**src/rtl/gen_phasor_if.sv**
```systemverilog
// gen_phasor_if: sample-stream bundle between an angle source and gen_phasor.
// Request side: val_i, angle_i, mag_i. Result side: real_o, imag_o, val_o, busy_o.
interface gen_phasor_if;
    logic               val_i;
    logic        [15:0] angle_i;
    logic        [6:0]  mag_i;
    logic signed [7:0]  real_o;
    logic signed [7:0]  imag_o;
    logic               val_o;
    logic               busy_o;

    modport master (
        output val_i, angle_i, mag_i,
        input  real_o, imag_o, val_o, busy_o
    );

    modport slave (
        input  val_i, angle_i, mag_i,
        output real_o, imag_o, val_o, busy_o
    );
endinterface

```
**src/rtl/gen_phasor.sv**
```systemverilog
// gen_phasor: iterative rotation-mode CORDIC, binary angle + magnitude -> cos/sin.
// Ports: clk, rst_n (async, active-low), bus (gen_phasor_if.slave).
module gen_phasor #(
    parameter int ITER = 12
) (
    input  logic        clk,
    input  logic        rst_n,
    gen_phasor_if.slave bus
);
    typedef enum logic [1:0] {IDLE, LOAD, ROT, OUT} state_t;

    state_t             state;
    state_t             state_nxt;
    logic        [15:0] angle_q;
    logic        [6:0]  mag_q;
    logic signed [15:0] x;
    logic signed [15:0] y;
    logic signed [15:0] z;
    logic        [3:0]  cnt;
    logic signed [7:0]  real_q;
    logic signed [7:0]  imag_q;

    logic        [14:0] mag_scaled;
    logic               flip;
    logic signed [15:0] x0;
    logic signed [15:0] z0;
    logic signed [15:0] xs;
    logic signed [15:0] ys;
    logic signed [15:0] atan;
    logic signed [15:0] x_nxt;
    logic signed [15:0] y_nxt;
    logic signed [15:0] z_nxt;
    logic               last;

    function automatic logic signed [15:0] atan_lut(input logic [3:0] i);
        case (i)
            4'd0:    atan_lut = 16'sd8192;
            4'd1:    atan_lut = 16'sd4836;
            4'd2:    atan_lut = 16'sd2555;
            4'd3:    atan_lut = 16'sd1297;
            4'd4:    atan_lut = 16'sd651;
            4'd5:    atan_lut = 16'sd326;
            4'd6:    atan_lut = 16'sd163;
            4'd7:    atan_lut = 16'sd81;
            4'd8:    atan_lut = 16'sd41;
            4'd9:    atan_lut = 16'sd20;
            4'd10:   atan_lut = 16'sd10;
            4'd11:   atan_lut = 16'sd5;
            4'd12:   atan_lut = 16'sd3;
            4'd13:   atan_lut = 16'sd1;
            default: atan_lut = 16'sd0;
        endcase
    endfunction

    // Round half up to 1/256 units, then clamp symmetric so -128 never appears.
    function automatic logic signed [7:0] rnd_sat(input logic signed [15:0] v);
        logic signed [16:0] t;
        t = ($signed({v[15], v}) + 17'sd128) >>> 8;
        if (t > 17'sd127)
            rnd_sat = 8'sd127;
        else if (t < -17'sd127)
            rnd_sat = -8'sd127;
        else
            rnd_sat = 8'(t);
    endfunction

    // 155/256 pre-scales by ~1/K so the CORDIC gain lands back on mag.
    assign mag_scaled = {8'd0, mag_q} * 15'd155;
    // Second/third quadrant: rotate the start vector by pi and the angle by -pi.
    assign flip = (angle_q[15:14] == 2'b01) || (angle_q[15:14] == 2'b10);
    assign x0   = flip ? -$signed({1'b0, mag_scaled}) : $signed({1'b0, mag_scaled});
    assign z0   = flip ? angle_q - 16'h8000 : angle_q;

    assign xs   = x >>> cnt;
    assign ys   = y >>> cnt;
    assign atan = atan_lut(cnt);
    assign last = (cnt == 4'(ITER - 1));

    always_comb begin
        x_nxt = x - ys;
        y_nxt = y + xs;
        z_nxt = z - atan;
        if (z[15]) begin
            x_nxt = x + ys;
            y_nxt = y - xs;
            z_nxt = z + atan;
        end
    end

    always_comb begin
        state_nxt = state;
        case (state)
            IDLE: if (bus.val_i) state_nxt = LOAD;
            LOAD: state_nxt = ROT;
            ROT:  if (last) state_nxt = OUT;
            OUT:  state_nxt = IDLE;
            default: state_nxt = IDLE;
        endcase
    end

    always_ff @(posedge clk or negedge rst_n) begin
        if (!rst_n)
            state <= IDLE;
        else
            state <= state_nxt;
    end

    always_ff @(posedge clk or negedge rst_n) begin
        if (!rst_n) begin
            angle_q <= '0;
            mag_q   <= '0;
            x       <= '0;
            y       <= '0;
            z       <= '0;
            cnt     <= '0;
            real_q  <= '0;
            imag_q  <= '0;
        end else begin
            case (state)
                IDLE: begin
                    cnt <= '0;
                    if (bus.val_i) begin
                        angle_q <= bus.angle_i;
                        mag_q   <= bus.mag_i;
                    end
                end
                LOAD: begin
                    x   <= x0;
                    y   <= '0;
                    z   <= z0;
                    cnt <= '0;
                end
                ROT: begin
                    x   <= x_nxt;
                    y   <= y_nxt;
                    z   <= z_nxt;
                    cnt <= cnt + 4'd1;
                    // Results land on the edge that enters OUT, alongside val_o.
                    if (last) begin
                        real_q <= rnd_sat(x_nxt);
                        imag_q <= rnd_sat(y_nxt);
                    end
                end
                OUT: cnt <= '0;
                default: cnt <= '0;
            endcase
        end
    end

    assign bus.real_o = real_q;
    assign bus.imag_o = imag_q;
    assign bus.val_o  = (state == OUT);
    assign bus.busy_o = (state != IDLE);
endmodule

```
**src/flat_wrapper.sv**
```systemverilog
// flat-port wrapper written by rule: the top's interface ports become plain ports
module gen_phasor_flat 
#(
    parameter int ITER = 12
)
  (clk, rst_n, bus_val_i, bus_angle_i, bus_mag_i, bus_real_o, bus_imag_o, bus_val_o, bus_busy_o);
  gen_phasor_if bus_i ();
  input  logic clk;
  input  logic rst_n;
  input wire logic [$bits(bus_i.val_i)-1:0] bus_val_i;
  input wire logic [$bits(bus_i.angle_i)-1:0] bus_angle_i;
  input wire logic [$bits(bus_i.mag_i)-1:0] bus_mag_i;
  output wire logic [$bits(bus_i.real_o)-1:0] bus_real_o;
  output wire logic [$bits(bus_i.imag_o)-1:0] bus_imag_o;
  output wire logic [$bits(bus_i.val_o)-1:0] bus_val_o;
  output wire logic [$bits(bus_i.busy_o)-1:0] bus_busy_o;
  assign bus_i.val_i = bus_val_i;
  assign bus_i.angle_i = bus_angle_i;
  assign bus_i.mag_i = bus_mag_i;
  assign bus_real_o = bus_i.real_o;
  assign bus_imag_o = bus_i.imag_o;
  assign bus_val_o = bus_i.val_o;
  assign bus_busy_o = bus_i.busy_o;
  gen_phasor #(.ITER(ITER)) u_core (.clk(clk), .rst_n(rst_n), .bus(bus_i));
endmodule
```
**config.mk**
```make
export PLATFORM = sky130hd
export DESIGN_NAME = gen_phasor_flat
export DESIGN_NICKNAME = d
export VERILOG_FILES = /design/src/rtl/gen_phasor_if.sv /design/src/rtl/gen_phasor.sv /design/src/flat_wrapper.sv
export SDC_FILE = /design/constraint.sdc
export NUM_CORES = 1
export LEC_CHECK = 0
export BUFFER_PORTS_ARGS = -buffer_cell sky130_fd_sc_hd__buf_2
export CAP_MARGIN = 25
export CORE_MARGIN = 1
export CORE_UTILIZATION = 44
export DETAILED_ROUTE_END_ITERATION = 12
export PLACE_DENSITY = 0.68
export SYNTH_ARGS = -nofsm -noshare
export SYNTH_HDL_FRONTEND = slang
export SYNTH_SLANG_ARGS = --single-unit
```
**constraint.sdc**
```tcl
create_clock -name clk -period 7.6 [get_ports clk]
set_input_delay 0.38 -clock clk [delete_from_list [all_inputs] [get_ports clk]]
set_output_delay 0.38 -clock clk [all_outputs]
set_load 0.02 [all_outputs]
```
==> summary.txt <==
Outcome
  • Status: finished clean

Die
  • I/O pin cnt: 44
  • CORE AREA: 23700 um2
  • Rows: 56
  • Die area: 25000 um2
  • Starting Density: 0.454
  • Die width: 158 um
  • Die Ht: 158 um

Clock network
  • Clock-pin slew on the worst setup and hold paths: 0.08 ns
  • CTS tree: yes
  • Post-CTS Setup Inserts: 0
  • CTS root buf: clkbuf_16
  • Hold-fix buffers, CTS: 0
  • Cts bufs inserted: 9
  • Gates resized, CTS repair: 0
  • Clock latency at the later pin of the worst-skew pair: 0.36 ns
  • H-tree depth: 3
  • Max Root-Sink Buffers: 2
  • Sink Count: 93

Synthesis
  • Net count after synthesis: 1392
  • Synth Register Bits: 93
  • Avg Inst Size Synth: 8.57 um2
  • Cell variety after synth: 80
  • Async S/R FF share, synth: 1.00
  • Top_reg_cell synth: dfrtp_1
  • Post-synthesis sequential area ratio: 0.217
  • Synth Cell Area: 10700 um2
  • Yosys warns: 0
  • Mapped Cells: 1253
  • Post-synth EDFFs: 0

GRT
  • Met1 Resource Use GR: 0.322
  • Met2 usage: 0.345
  • GRT busiest layer: met2
  • GR Overflow Total: 0
  • Met3 Use GR: 0.0294
  • First-pass GRT wire length: 44500 um
  • Largest net degree at the start of global routing: 55
  • Vias in the first global route: 8784
  • Antenna violations before repair: 0
  • Total Routing Usage GR: 0.224

Placed design
  • Final HPWL DP: 20200 um
  • Post-place instance area: 11200 um2
  • IO Port Bufs: 43
  • Routability cong.: 0.914
  • Worst slack, placed: 1.21 ns

Timing
  • Slew headroom: 0.340
  • Skew final: 0.0126 ns
  • Fmax: 154 MHz
  • Fin crit period: 6.50 ns
  • Final Cycle Share: 0.855
  • Final setup vio count: 0
  • Slew @ Worst Pin: 0.990 ns
  • Worst Slack Setup Final: 1.10 ns
  • Unrepaired setup endpoints after global routing: false
  • Hold Vio Cnt, Final: 0
  • Setup TNS: 0 ns
  • Max-slew violations: 0

Layout
  • Area of the multi-input gates: 7820 um2
  • Layout cell share with drive strength beyond 1: 0.125
  • Fin util: 0.486
  • Finished Cell Area: 11500 um2
  • Inserted Diodes: 0
  • Reg area: 2330 um2
  • Synthesis-to-finish area growth: 7.22%
  • Layout fillers: 2337
  • Layout Nets: 1400

Worst setup path
  • Crit Path Category: flop to flop
  • Critical path data required time: 7.86 ns
  • Critical Path, Cell by Cell: buf_4 -> mux4_1 -> a21boi_0 -> mux2i_1 -> a2111o_1 -> nor2b_1 -> xnor2_1 -> ha_1 -> nor3_1 -> nand3_1 -> a2111oi_0 -> o31ai_1 -> nor4_1 -> nor3_1 -> nor3b_1 -> or3_1 -> o32a_1
  • Crit path max fanout: 26
  • Most frequent CP cell: nor3_1
  • CP max stage cell: dfrtp_1
  • CP top delay family: compound AO/OA/AOI/OAI gates
  • CP Launch Type: flop
  • Crit path capture type: flop
  • Worst EP arrival: 6.75 ns
  • CP Buf/Inv Count: 1
  • Max incr delay on CP: 1.00 ns

Detailed routing
  • Wire length per cell: 17.0 um
  • DR iter-0 viols: 724
  • DRC Markers: 0
  • First-pass DRT Iterations: 5
  • Avg Vias per Cell: 5.90
  • Detail Route Antenna Nets: 0
  • WL final: 26900 um
  • Routed via count: 9348

Hold path
  • Hold Crit Class: primary input to async pin

Run
  • Max-Cap Viols: 0
==> synthesized netlist by cell type (6+ instances only) <==
master	n	area, um2
and2_1	10	62.6
inv_1	92	345
ha_1	101	1260
and3_1	12	75.1
nand2b_1	10	62.6
o211ai_1	20	150
nor2b_1	16	100
a21oi_1	93	465
xnor2_1	67	587
a31oi_1	13	81.3
o21bai_1	10	75.1
nor2_1	117	439
fa_1	12	240
xor2_1	35	307
o22ai_1	20	125
a211oi_1	15	113
nor3_1	35	175
nand3_1	25	125
nor4_1	6	37.5
o21a_1	12	90.1
mux4_2	25	563
dfrtp_1	93	2330
mux2_2	36	405
o21ai_0	61	305
buf_1	11	41.3
mux2i_1	39	390
clkbuf_1	37	139
buf_2	8	40.0
a21o_1	19	143
or3_1	9	56.3
nand2_1	78	293
==> per-layer routing <==
layer	wire length [um]	up-vias
li1	-	4584
met1	12800	4441
met2	12000	273
met3	1460	50
met4	595	0
met5	0	-
==> cell usage in the layout, fill, tap and decap left out, drive strengths merged, types with 10 or more instances in the layout <==
master / Yosys / layout
nor2b: 16 / 16
a21o: 19 / 19
mux4: 30 / 30
mux2: 36 / 36
o21ai: 61 / 61
and3: 12 / 12
and2: 10 / 10
xnor2: 69 / 69
fa: 12 / 12
buf: 22 / 56
o21bai: 10 / 10
nor3: 36 / 36
nand2: 78 / 78
xor2: 35 / 35
a31oi: 13 / 13
o22ai: 20 / 20
dfrtp: 93 / 93
nand2b: 10 / 10
nand3: 25 / 25
inv: 93 / 96
ha: 101 / 101
a211oi: 16 / 16
a21oi: 93 / 93
o211ai: 20 / 20
or3: 10 / 10
nor2: 117 / 117
mux2i: 39 / 39
o21a: 12 / 12
==> layout make-up <==
class | instances | area share
clock buffer | 9 | 0.0196
clock inverter | 7 | 0.00597
inverter | 94 | 0.0306
multi-input combinational | 1007 | 0.679
sequential | 93 | 0.202
tap | 319 | 0.0347
timing repair buffer | 56 | 0.0280
==> state kept, by name, summed over array words and instances (netlist names), 4 cells and up <==
name,cells
u_core.angle_q,16
u_core.x,16
u_core.y,16
u_core.z,16
u_core.bus.imag_o,8
u_core.bus.real_o,8
u_core.mag_q,7
u_core.cnt,4
==> cell families after synthesis <==
logic type	synth area share
adder cells (fa/ha/maj)	0.140
AND/OR/NAND/NOR	0.157
multiplexers	0.139
buffers and inverters	0.0558
AO/OA/AOI/OAI	0.206
XOR/XNOR	0.0862
flip-flops	0.217
==> per-stage QoR <==
step | instances | hold slack, ns
CTS | 1584 | 0.0171
floorplan | 1253 | 0.0844
global route | 1585 | 0.0583
finish | 1585 | 0.00518
global placement | 1568 | 0.396
detailed placement | 1568 | 0.407
==> final timing paths <==
path                                      startpoint                   end  slack [ns]  cells past startpoint
min in group clk                      bus_angle_i[9]     u_core.angle_q[9]        0.24                      2
worst max-delay path                   u_core.cnt[0]  u_core.bus.imag_o[0]        1.10                     17
worst min register to register  u_core.bus.imag_o[7]  u_core.bus.imag_o[7]        0.48                      1
worst max register to register         u_core.cnt[0]  u_core.bus.imag_o[0]        1.10                     17
worst min-delay path                           rst_n       u_core.mag_q[3]       0.005                      1
max in group asynchronous                      rst_n         u_core.cnt[1]        6.45                      2
Power is left out: the tool's default activity adds up to more than one toggle a clock period on the data nets, which glitch-free logic cannot reach.
